===== src/rtl/wb_interconnect_n.sv =====
// Parametrised Wishbone address decoder / interconnect.
// Routes one master (SPI-to-Wishbone bridge) to NUM_SLAVES peripherals, each
// owning a 2**WIN_BITS address window. Slave select and master response are
// registered. A watchdog terminates transfers the selected slave never acks,
// unmapped addresses are terminated with wb_err_o, and a saturating counter
// records how many error terminations occurred.
//
// Ports:
//   clk, rst          system clock, synchronous active-low reset
//   wb_adr_i/dat_i    master address / write data
//   wb_cyc_i/stb_i    master cycle / strobe
//   wb_we_i           master write enable
//   wb_dat_o          registered read data to master
//   wb_ack_o          one-cycle transfer-done pulse
//   wb_err_o          one-cycle transfer-failed pulse (unmapped or timeout)
//   s_adr_o/s_dat_o   per-slave address / write data (broadcast)
//   s_dat_i           per-slave read data, slave i at [i*DATA_W +: DATA_W]
//   s_cyc_o/s_stb_o   registered one-hot slave cycle / strobe
//   s_we_o            per-slave write enable (broadcast)
//   s_ack_i           per-slave ack
//   err_count_o       saturating count of error terminations
module wb_interconnect_n #(
  parameter int unsigned NUM_SLAVES = 4,
  parameter int unsigned ADDR_W     = 8,
  parameter int unsigned DATA_W     = 8,
  parameter int unsigned WIN_BITS   = 4,
  parameter int unsigned TIMEOUT    = 64
) (
  input  logic                         clk,
  input  logic                         rst,
  input  logic [ADDR_W-1:0]            wb_adr_i,
  input  logic [DATA_W-1:0]            wb_dat_i,
  output logic [DATA_W-1:0]            wb_dat_o,
  input  logic                         wb_cyc_i,
  input  logic                         wb_stb_i,
  input  logic                         wb_we_i,
  output logic                         wb_ack_o,
  output logic                         wb_err_o,
  output logic [NUM_SLAVES*ADDR_W-1:0] s_adr_o,
  output logic [NUM_SLAVES*DATA_W-1:0] s_dat_o,
  input  logic [NUM_SLAVES*DATA_W-1:0] s_dat_i,
  output logic [NUM_SLAVES-1:0]        s_cyc_o,
  output logic [NUM_SLAVES-1:0]        s_stb_o,
  output logic [NUM_SLAVES-1:0]        s_we_o,
  input  logic [NUM_SLAVES-1:0]        s_ack_i,
  output logic [7:0]                   err_count_o
);

  localparam int unsigned IDX_W = ADDR_W - WIN_BITS;
  localparam int unsigned SEL_W = (NUM_SLAVES > 1) ? $clog2(NUM_SLAVES) : 1;
  localparam int unsigned TMR_W = 8;
  localparam int unsigned CNT_W = 8;
  localparam logic [TMR_W-1:0] TMR_LAST = TMR_W'(TIMEOUT - 1);
  localparam logic [CNT_W-1:0] CNT_MAX  = '1;

  typedef enum logic [1:0] {
    IDLE = 2'd0,
    BUSY = 2'd1,
    RESP = 2'd2
  } state_t;

  state_t                  state_q, state_d;
  logic [SEL_W-1:0]        sel_q, sel_d;
  logic [TMR_W-1:0]        timer_q, timer_d;
  logic [NUM_SLAVES-1:0]   slv_q, slv_d;
  logic                    ack_q, ack_d;
  logic                    err_q, err_d;
  logic [DATA_W-1:0]       dat_q, dat_d;
  logic [CNT_W-1:0]        cnt_q, cnt_d;

  logic [IDX_W-1:0]        idx_c;
  logic                    mapped_c;
  logic [DATA_W-1:0]       s_rdata [NUM_SLAVES];

  // Window index of the current master address
  assign idx_c    = wb_adr_i[ADDR_W-1:WIN_BITS];
  assign mapped_c = (32'(idx_c) < NUM_SLAVES);

  // Unpack per-slave read data for indexing by the select register
  for (genvar g = 0; g < NUM_SLAVES; g++) begin : g_rdata
    assign s_rdata[g] = s_dat_i[g*DATA_W +: DATA_W];
  end

  // Broadcast address, data and write enable to every slave
  assign s_adr_o = {NUM_SLAVES{wb_adr_i}};
  assign s_dat_o = {NUM_SLAVES{wb_dat_i}};
  assign s_we_o  = {NUM_SLAVES{wb_we_i}};

  assign s_cyc_o     = slv_q;
  assign s_stb_o     = slv_q;
  assign wb_ack_o    = ack_q;
  assign wb_err_o    = err_q;
  assign wb_dat_o    = dat_q;
  assign err_count_o = cnt_q;

  // State and registered outputs
  always_ff @(posedge clk) begin
    if (!rst) begin
      state_q <= IDLE;
      sel_q   <= '0;
      timer_q <= '0;
      slv_q   <= '0;
      ack_q   <= 1'b0;
      err_q   <= 1'b0;
      dat_q   <= '0;
      cnt_q   <= '0;
    end else begin
      state_q <= state_d;
      sel_q   <= sel_d;
      timer_q <= timer_d;
      slv_q   <= slv_d;
      ack_q   <= ack_d;
      err_q   <= err_d;
      dat_q   <= dat_d;
      cnt_q   <= cnt_d;
    end
  end

  // Next-state and next-output logic
  always_comb begin
    state_d = state_q;
    sel_d   = sel_q;
    timer_d = timer_q;
    slv_d   = slv_q;
    ack_d   = 1'b0;
    err_d   = 1'b0;
    dat_d   = dat_q;
    cnt_d   = cnt_q;

    unique case (state_q)
      IDLE: begin
        if (wb_cyc_i && wb_stb_i) begin
          if (mapped_c) begin
            sel_d   = SEL_W'(idx_c);
            slv_d   = NUM_SLAVES'(1) << idx_c;
            timer_d = '0;
            state_d = BUSY;
          end else begin
            err_d   = 1'b1;
            dat_d   = '0;
            cnt_d   = (cnt_q == CNT_MAX) ? cnt_q : cnt_q + CNT_W'(1);
            state_d = RESP;
          end
        end
      end

      BUSY: begin
        // Master abort beats everything: abandon silently
        if (!wb_cyc_i) begin
          slv_d   = '0;
          state_d = IDLE;
        end else if (s_ack_i[sel_q]) begin
          dat_d   = s_rdata[sel_q];
          slv_d   = '0;
          ack_d   = 1'b1;
          state_d = RESP;
        end else if (timer_q == TMR_LAST) begin
          slv_d   = '0;
          err_d   = 1'b1;
          dat_d   = '0;
          cnt_d   = (cnt_q == CNT_MAX) ? cnt_q : cnt_q + CNT_W'(1);
          state_d = RESP;
        end else begin
          timer_d = timer_q + TMR_W'(1);
        end
      end

      RESP: begin
        // ack/err pulse is being presented this cycle; return to IDLE
        state_d = IDLE;
      end

      default: begin
        slv_d   = '0;
        state_d = IDLE;
      end
    endcase
  end

endmodule


===== config.mk =====
export PLATFORM = sky130hd
export DESIGN_NAME = wb_interconnect_n
export DESIGN_NICKNAME = d
export VERILOG_FILES = /design/src/rtl/wb_interconnect_n.sv
export SDC_FILE = /design/constraint.sdc
export NUM_CORES = 1
export LEC_CHECK = 0
export CAP_MARGIN = 20
export CORE_MARGIN = 10
export CORE_UTILIZATION = 35
export CTS_BUF_LIST = sky130_fd_sc_hd__clkbuf_4
export DETAILED_ROUTE_END_ITERATION = 7
export PLACE_DENSITY = 0.78
export REMOVE_ABC_BUFFERS = 1
export SLEW_MARGIN = 5
export SYNTH_ARGS = -nofsm -noshare
export SYNTH_HDL_FRONTEND = slang
export SYNTH_SLANG_ARGS = --single-unit

===== constraint.sdc =====
create_clock -name clk -period 3.1 [get_ports clk]
set_input_delay 0.775 -clock clk [delete_from_list [all_inputs] [get_ports clk]]
set_output_delay 0.775 -clock clk [all_outputs]
set_load 0.05 [all_outputs]

======== After elaboration in Yosys (flattened, before gate mapping) ========
Index checks and enable logic that the tools add are counted.
cells by class
  add/subtract/negate cells ............... 2
  order comparisons ....................... 3
  eq/ne operators ......................... 13
  shift operators ......................... 1
  mux-type cells .......................... 43
  bitwise logic cells ..................... 2
  reduce and logical (&&, ||, !) cells .... 10
operators with widths
  kind                                                                    number
  8-bit two-way mux                                                       18
  8-bit case mux with 2 select lines                                      3
  4-bit two-way mux                                                       5
  8-bit by 1-bit adder with 8-bit output (second input constant)          2
  8-bit binary-select mux with 2-bit select                               1
  2-bit inequality test (second input constant)                           7
  4-bit case mux with 3 select lines                                      1
  6-bit AND reduction                                                     2
  2-bit two-way mux                                                       5
  8-bit by 6-bit equality test with 1-bit output (second input constant)  1
  8-bit equality test (second input constant)                             1
  1-bit two-way mux                                                       7
  3-bit AND reduction                                                     2
  5-bit AND reduction                                                     1
  4-bit by 3-bit < comparator with 1-bit output (second input constant)   1
  4-bit inequality test (second input constant)                           1
  2-bit case mux with 2 select lines                                      1
  4-bit AND reduction                                                     1
  1-bit by 4-bit left shift with 4-bit output (first input constant)      1
  3-bit >= comparator (second input constant)                             1
  2-bit by 3-bit < comparator with 1-bit output (second input constant)   1
  3-bit inequality test (second input constant)                           1
  2-bit NOT with 3-bit output                                             1
  1-bit binary-select mux with 2-bit select                               1
  8 further kinds                                                         8
storage, ports and cells
  flip-flop bits (word level) ............. 34
  bits of input ports ..................... 57
  output and inout port bits .............. 94
  logic and storage cells ................. 82

======== Longest topological paths before layout ========
Gate-level depths: netlist of run 1.
  depth in word-level cells ............... 7
  mapped depth ............................ 7

======== Worst setup path before layout of run 1 ========
No wires, ideal clock.
  kind .................................... input -> register
  from .................................... in s_ack_i[3]
  to ...................................... reg cnt_q[4], in the netlist err_count_o[4]
  arrival ................................. 2.550 ns
  slack ................................... 0.480 ns
  stages on the path ...................... 6
  cells stage by stage .................... mux4_2 o41a_1 or3_4 buf_6 or3_1 a21boi_1
on the way
  cells in the longest elaborated chain, start to end .. 4
RTL lines
  item                                       line  text
  start, declared                            45    input logic [NUM_SLAVES-1:0] s_ack_i,
  1-bit binary-select mux with 2-bit select  152   end else if (s_ack_i[sel_q]) begin
  1-bit two-way mux (implied by the code)    152
  2-bit inequality test (no source line)     n/a
  6-bit AND reduction (no source line)       n/a
  end signal, assigned                       115   cnt_q <= cnt_d;
  end, declared                              69    logic [CNT_W-1:0] cnt_q, cnt_d;
No other way between the ends. The select of a mux whose other input is x is not followed.
A chain may end at the register's enable or synchronous reset.

======== Worst setup path after layout of run 1 ========
  from .................................... in s_ack_i[0]
  to ...................................... reg cnt_q[6], in the netlist err_count_o[6]
Same word-level chain as after synthesis.

==> flow_summary.ini, run 1 <==
[run_status]
status = finished clean

[clocking]
h-tree-depth = 2
cts_sinks = 34
cts_hold_buf = 0
cts_tree = yes
cts_resized = 0
clkSlewWorstSetupHoldPaths_ps = 100
clockBufferDepth = 2
cts_buffers = 5
clk_latency_ps = 340
root_buffer = clkbuf_4
cts_setup_buffers = 0

[critical_path]
path_depth = 6
r2r_slack_ps = 680
crit_arrival_ps = 3060
r2r_start = sel_q[1]$_SDFFE_PN0P_
crit_chain = clkdlybuf4s50_1 > mux4_2 > o41a_1 > or3_4 > or4_1 > a21boi_1
cp-startpoint = s_ack_i[0]
slowest_stage = mux4_2
cp_max_fo = 12
critPathLaunchType = input port
cp_data_required_time_ps = 3370
cpLargestDelayFamily = simple AND/OR/NAND/NOR gates
crit_type = in -> reg
worst_setup_path_end_kind = flip-flop
path_buf_inv = 1
critPathMaxStageDelay_ps = 490
reg2regPathDepth = 5

[floorplanning]
fp-row-count = 29
die_h_microns = 102
dieArea_sq_mm = 0.0104
ios = 151
fp.coreArea_sq_mm = 0.00646
start_util = 0.365
die_w_microns = 102

[timing]
rsz0062_at_grt = false
drv_slew = 0
skew_ps = 2.72
hold_viol = 0
period_share = 0.899
fmax_mhz = 359
worst_pin_slew_ps = 589
slew_headroom = 0.606
period_minus_slack_ps = 2790
hold-worst-slack_ps = 468
setup_viol = 0

[final_layout]
n_antenna_cell = 0
n_fill_cell = 634
final_nets = 342
syn_to_final_growth_pct = 22.9
regArea_sq_um = 681
drive_gt1_frac = 0.138
finalNonFillerCells = 360
multi_input_area_sq_mm = 0.00106

[drt]
vias_per_cell = 5.29
first_pass_iters = 4
route.detailed.drc = 0
num_vias = 1904
drt-total-wl_microns = 6530
first_iter_violations = 166
ant_nets = 0
post_drt_wl_per_cell_microns = 18.1

[synth]
synth_area_sq_mm = 0.00236
synth_flop_cell = dfxtp_1
ys_ff_latch = 34
synth_cell_types = 42
synth_warnings = 0
synthArstFlopShare = 0
synthCells = 264
avgSynthCellArea_sq_um = 8.92
seq_area_frac_synth = 0.289
synth_edf_count = 0

[global_routing]
grt_overflow_total = 0
grt_pass1_vias = 2081
grt_use_total = 0.128
antenna_found_initial = 0
grt_max_degree = 24
grt_pass1_wl_microns = 10400

[placement]
place.gp.congestion = 0.804
port_buffers = 85
placed_cells = 352
dp_hpwl_microns = 5300

[pwr]
leakagePower_uw = 0.00104
ir_drop_mv = 0.180
p_per_area_mw_per_mm2 = 334

[job]
maxCapViolCount = 0

[min_path]
holdPathStages = 2
hp-class = reg -> reg
hold_start = wb_dat_o[3]$_SDFFE_PN0P_
## cells in the final DEF, fill, tap and decap left out, drive strengths merged, types with 4 or more instances in the layout
cell type and instances:
clkdlybuf4s50 69, nand3 21, or3 8, clkbuf 5, a21boi 10, dfxtp 34
buf 25, and3 5, nor3 4, and2 5, nor2 6, mux4 9
mux2i 6, o21ai 19, nand2 18, a21oi 4, nor2b 6
## state kept, by name, indices dropped and copies added, names as in the netlist
register / count
s_cyc_o: 4
wb_dat_o: 8
sel_q: 2
wb_err_o: 1
wb_ack_o: 1
state_q: 2
err_count_o: 8
timer_q: 8
## where the power goes
group / switching, uW / internal [uW]
logic: 97.8 / 107
clock network: 153 / 163
registers: 4.71 / 441
total: 256 / 711
## cells by family (layout without fill, tap and decap cells)
group                      count (synthesis)  in the layout  share of synthesized area
muxes                                     15             15                      0.124
AOI/OAI and AO/OA                         41             41                      0.108
adders and majority gates                  2              2                     0.0106
and+or+nand+nor                           86             86                      0.201
DFF                                       34             34                      0.289
buffers and inverters                     84            103                      0.260
xor gates and xnor gates                   2              2                    0.00744
## worst min-delay path: cells and delay by family, from the launching register on
kind	cells	cell delay [ps]
flip-flops	1	320
AO/OA/AOI/OAI	1	60
AND/OR/NAND/NOR	1	50
## final cells by class
type / count / share of cell area
Inverter: 2 / 0.00259
Clock inverter: 2 / 0.0117
Sequential cell: 34 / 0.235
Tap cell: 77 / 0.0333
Multi-Input combinational cell: 146 / 0.367
Timing Repair Buffer: 94 / 0.338
Clock buffer: 5 / 0.0130
## cell usage after synthesis (all sizes together), types with 4 or more instances
cell | number | area, sq um
a21boi | 10 | 75.1
a21oi | 4 | 20.0
and2 | 5 | 31.3
and3 | 5 | 32.5
buf | 76 | 578
clkbuf | 5 | 18.8
dfxtp | 34 | 681
mux2i | 6 | 60.1
mux4 | 9 | 233
nand2 | 18 | 67.6
nand3 | 21 | 105
nor2 | 6 | 22.5
nor2b | 6 | 37.5
nor3 | 4 | 20.0
o21ai | 19 | 95.1
or3 | 8 | 56.3
## worst paths after layout
check / endpoint
worst max-delay path: err_count_o[6]$_SDFFE_PN0P_
worst min-delay path: wb_dat_o[3]$_SDFFE_PN0P_
worst max register to register: err_count_o[6]$_SDFFE_PN0P_
worst min register to register: wb_dat_o[3]$_SDFFE_PN0P_
## metal layers
layer | vias to the layer above | global-route usage | wire, microns
li1 | 894 | - | -
met1 | 867 | 0.126 | 2500
met2 | 137 | 0.184 | 2680
met3 | 6 | 0.126 | 1280
met4 | 0 | 0.0358 | 70
met5 | - | 0.0385 | 0
## metrics by stage
| stage | power, uW | setup TNS, ps | util | setup WS [ps] | cell area [sq um] |
|---|---|---|---|---|---|
| finish | 967 | 0 | 0.448 | 313 | 2900 |
| CTS | 975 | 0 | 0.447 | 310 | 2890 |
| floorplan | 502 | 0 | - | 472 | 1750 |
| global route | 1000 | 0 | 0.448 | 225 | 2900 |
| global placement | 658 | -17.0 | 0.436 | -17.0 | 2820 |
| detailed placement | 661 | -71.1 | 0.436 | -40.1 | 2820 |
(Power assumes the default switching activity.)
==> run 2: changes to the inputs <==
ABC_AREA = 1   (was default)
PLACE_DENSITY = 0.75   (was 0.78)
SLEW_MARGIN = default   (was 5)
==> flow_summary.ini, run 2 <==
[run_status]
status = finished clean

[synth]
synth_top_area_frac = 0.257
synth_edf_count = 0
synth_area_leaders = dfxtp_1 26%, buf_4 20%, nand2_1 11%
seq_area_frac_synth = 0.257
synth_warnings = 0
synth_area_sq_mm = 0.00265
synth_cell_types = 28
synth_flop_cell = dfxtp_1
synth_common_cells = 77 x nand2_1, 72 x buf_4, 44 x nor2_1
synthArstFlopShare = 0
synth_top_area_cell = dfxtp_1
synth_most_common_cell = nand2_1
ys_ff_latch = 34
avgSynthCellArea_sq_um = 6.57
synthCells = 403

[final_layout]
mostFrequentLayoutCells = 77 x nand2_1, 69 x clkdlybuf4s50_1, 44 x nor2_1
n_fill_cell = 766
final_nets = 474
multi_input_area_sq_mm = 0.00120
drive_gt1_frac = 0.139
syn_to_final_growth_pct = 21.7
n_antenna_cell = 0
regArea_sq_um = 681
final_common_cell = nand2_1

[placement]
dp_hpwl_microns = 5950
port_buffers = 85
place.gp.congestion = 0.875

[timing]
period_share = 0.821
period_minus_slack_ps = 2550
fmax_mhz = 393
setup_viol = 0
drv_slew = 0
slew_headroom = 0.585
fin_setup_tns_ps = 0
worst_pin_slew_ps = 623
hold_viol = 0
rsz0062_at_grt = false
skew_ps = 13.3

[critical_path]
crit_type = in -> out
crit_chain = clkdlybuf4s50_1 > buf_12
critPathLaunchType = input port
path_buf_inv = 2
path_depth = 2
slowest_stage = clkdlybuf4s50_1
cp_data_required_time_ps = 2320
crit_arrival_ps = 1770
reg2regPathDepth = 7
cpLargestDelayFamily = buffers and inverters
worst_setup_path_end_kind = output pin
r2r_start = sel_q[1]$_SDFFE_PN0P_
cp_max_fo = 7
r2r-end = timer_q[2]$_SDFFE_PN0P_
critPathMaxStageDelay_ps = 790
r2r_slack_ps = 1350

[clocking]
cts_sinks = 34
clk_latency_ps = 360
h-tree-depth = 2
cts_tree = yes
cts_resized = 0
clockBufferDepth = 2
clkSlewWorstSetupHoldPaths_ps = 110
cts_buffers = 5
cts_hold_buf = 0
cts_setup_buffers = 0
root_buffer = clkbuf_4

[global_routing]
grt_max_degree = 24
antenna_found_initial = 0
grt_pass1_wl_microns = 12000
grt_use_total = 0.127
grt_pass1_vias = 2411
grt_overflow_total = 0

[floorplanning]
fp-row-count = 31
start_util = 0.363
ios = 151
fp.coreArea_sq_mm = 0.00729
dieArea_sq_mm = 0.0114
die_w_microns = 107
die_h_microns = 107

[pwr]
leakagePower_uw = 0.00131
p_total_uw = 1150
ir_drop_mv = 0.216
p_per_area_mw_per_mm2 = 357

[job]
maxCapViolCount = 0

[drt]
ant_nets = 0
num_vias = 2442
vias_per_cell = 4.74
first_iter_violations = 196
drt-total-wl_microns = 7450
first_pass_iters = 4
post_drt_wl_per_cell_microns = 14.5
route.detailed.drc = 0

[min_path]
hp-class = reg -> reg
worstHoldEndpoint = s_cyc_o[0]$_SDFFE_PN0P_
hold_start = s_cyc_o[0]$_SDFFE_PN0P_
holdPathStages = 2
==> run 2: worst max path at each step <==
stage                           from                      end
6_report                 wb_adr_i[5]              s_adr_o[21]
5_1_grt                  wb_adr_i[4]              s_adr_o[20]
4_1_cts                  wb_adr_i[5]              s_adr_o[21]
3_5_place_dp             wb_adr_i[5]              s_adr_o[21]
3_3_place_gp             wb_adr_i[5]              s_adr_o[29]
2_1_floorplan  sel_q[0]$_SDFFE_PN0P_  timer_q[2]$_SDFFE_PN0P_
==> run 2: stage by stage <==
step / hold slack (ps) / instances / setup WS (ps) / area (sq um) / utilization
6_report: 491 / 515 / 555 / 3220 / 0.442
4_1_cts: 497 / 515 / 539 / 3220 / 0.442
3_5_place_dp: 478 / 507 / 545 / 3150 / 0.432
2_1_floorplan: 459 / 320 / 1290 / 2040 / -
5_1_grt: 522 / 515 / 507 / 3220 / 0.442
3_3_place_gp: 465 / 507 / 569 / 3150 / 0.432
==> run 2: tightest hold or removal path, cell delays in order (launching register included) <==
cell	delay [ps]
dfxtp_1	340
nand2_1	70
a21oi_1	50
==> run 2: layout make-up <==
| type | instances | area share |
|---|---|---|
| inverter | 41 | 0.0477 |
| timing repair buffer | 88 | 0.305 |
| multi-input combinational | 245 | 0.374 |
| clock inverter | 3 | 0.0124 |
| tap | 99 | 0.0384 |
| sequential | 34 | 0.211 |
| clock buffer | 5 | 0.0116 |
==> run 2: cells by family after synthesis <==
family	synth area share
AOI/OAI and AO/OA	0.110
xor gates and xnor gates	0.0198
adders and majority gates	0.00945
buffers and inverters	0.288
DFF	0.257
and+or+nand+nor	0.316
==> run 2: routing by layer <==
metal	part of all wire	routed length, microns	vias up	track usage
met4	0.0091	68	0	0.0290
met3	0.16	1170	5	0.100
li1	-	-	1231	-
met1	0.38	2840	1064	0.128
met2	0.45	3370	142	0.199
met5	0	0	-	0.0313
==> run 2: report_power, final <==
| group | total, uW | internal (uW) | switching [uW] |
|---|---|---|---|
| combinational | 355 | 147 | 208 |
| clock | 332 | 167 | 165 |
| sequential | 466 | 453 | 12.7 |
| total | 1150 | 767 | 386 |
==> run 3: changes to the inputs <==
PLACE_DENSITY = 0.78   (was 0.75)
clock period = 2.1 ns   (was 3.1 ns; I/O delays follow)
==> flow_summary.ini, run 3 (synthesized netlist as in run 2, its figures left out) <==
[global_routing]
met3_usage = 0.111
grt_overflow_total = 0
antenna_found_initial = 0
grtUsageMet1 = 0.137
grt_max_degree = 21
grt_pass1_vias = 2473
met2_usage = 0.195
busiest_layer = met2
grt_use_total = 0.131
grt_pass1_wl_microns = 12300

[floorplanning]
dieArea_sq_mm = 0.0114
fp-row-count = 31
ios = 151
fp.coreArea_sq_mm = 0.00729
start_util = 0.363
die_h_microns = 107
die_w_microns = 107

[drt]
post_drt_wl_per_cell_microns = 14.7
num_vias = 2526
drt-total-wl_microns = 7790
first_iter_violations = 110
first_pass_iters = 4
route.detailed.drc = 0
vias_per_cell = 4.78
ant_nets = 0

[critical_path]
crit_type = reg -> out
cpLargestDelayFamily = buffers and inverters
cp_data_required_time_ps = 1570
critPathMaxStageDelay_ps = 820
r2r_start = sel_q[1]$_SDFFE_PN0P_
worst_setup_path_end_kind = output pin
path_buf_inv = 1
cp_max_fo = 3
r2r-end = wb_dat_o[2]$_SDFFE_PN0P_
crit_arrival_ps = 1520
r2r_slack_ps = 390
reg2regPathDepth = 7
slowest_stage = clkdlybuf4s50_1
critPathLaunchType = flip-flop
crit_chain = clkdlybuf4s50_1

[timing]
fin_setup_tns_ps = 0
slew_headroom = 0.571
setup_viol = 0
rsz0062_at_grt = false
skew_ps = 14.8
period_share = 0.976
fmax_mhz = 488
worst_pin_slew_ps = 643
setup_ws_ps = 50.3
drv_slew = 0
period_minus_slack_ps = 2050
hold_viol = 0

[clocking]
cts_sinks = 34
h-tree-depth = 2
cts_tree = yes
cts_hold_buf = 0
clkSlewWorstSetupHoldPaths_ps = 110
clockBufferDepth = 2
cts_buffers = 5
root_buffer = clkbuf_4
clk_latency_ps = 340

[final_layout]
multi_input_area_sq_mm = 0.00120
final_common_cell = nand2_1
drive_gt1_frac = 0.186
n_fill_cell = 742
syn_to_final_growth_pct = 25.9
regArea_sq_um = 681
n_antenna_cell = 0
final_util = 0.457
final_nets = 488
mostFrequentLayoutCells = 77 x nand2_1, 53 x clkdlybuf4s50_1, 44 x nor2_1

[placement]
dp_slack_ps = 18.0
place.gp.congestion = 0.887
dp_hpwl_microns = 6320
port_buffers = 85

[pwr]
p_per_area_mw_per_mm2 = 476
p_total_uw = 1590
ir_drop_mv = 0.310
leakagePower_uw = 0.00149

[min_path]
holdPathStages = 2
worstHoldEndpoint = s_cyc_o[2]$_SDFFE_PN0P_
hold_start = s_cyc_o[2]$_SDFFE_PN0P_
hp-class = reg -> reg

[job]
maxCapViolCount = 0

[run_status]
status = finished clean
run 3: timing repair:
item,CTS,global route
gates resized for setup,0,5
endpoints found under the setup margin,0,6
setup buffers,0,0
run 3: metrics by stage:
step | hold slack [ps] | instances | area, sq um
final | 484 | 529 | 3340
after global placement | 467 | 521 | 3270
after detailed placement | 474 | 521 | 3270
after floorplan | 459 | 320 | 2040
after CTS | 491 | 529 | 3320
after global routing | 517 | 529 | 3340
run 3: where the power goes:
group          leakage (uW)  switching [uW]  internal (uW)
sequential         0.000276            19.3            668
combinational       0.00118             314            239
clock             0.0000277             228            119
total               0.00149             561           1030
run 3: metal layers:
layer | up-vias | wire length, microns
met4 | 2 | 80
met2 | 127 | 3440
met3 | 9 | 1240
met5 | - | 46
met1 | 1134 | 2990
li1 | 1254 | -
run 3: layout make-up:
cell class / count / share of cell area
repair buffers: 102 / 0.337
multi-input cells: 245 / 0.361
well taps: 99 / 0.0371
inverters: 41 / 0.0461
clock inverters: 3 / 0.00338
clock buffers: 5 / 0.0113
flip-flops and latches: 34 / 0.204
run 3: how the worst max path moves through the flow:
| stage | from | endpoint | cells past startpoint |
|---|---|---|---|
| floorplan | sel_q[0]$_SDFFE_PN0P_ | timer_q[2]$_SDFFE_PN0P_ | 9 |
| global placement | wb_adr_i[7] | err_count_o[2]$_SDFFE_PN0P_ | 8 |
| detailed placement | wb_adr_i[7] | err_count_o[5]$_SDFFE_PN0P_ | 8 |
| CTS | s_cyc_o[1]$_SDFFE_PN0P_ | s_cyc_o[1] | 1 |
| global route | wb_dat_o[6]$_SDFFE_PN0P_ | wb_dat_o[6] | 1 |
| finish | s_cyc_o[0]$_SDFFE_PN0P_ | s_cyc_o[0] | 1 |
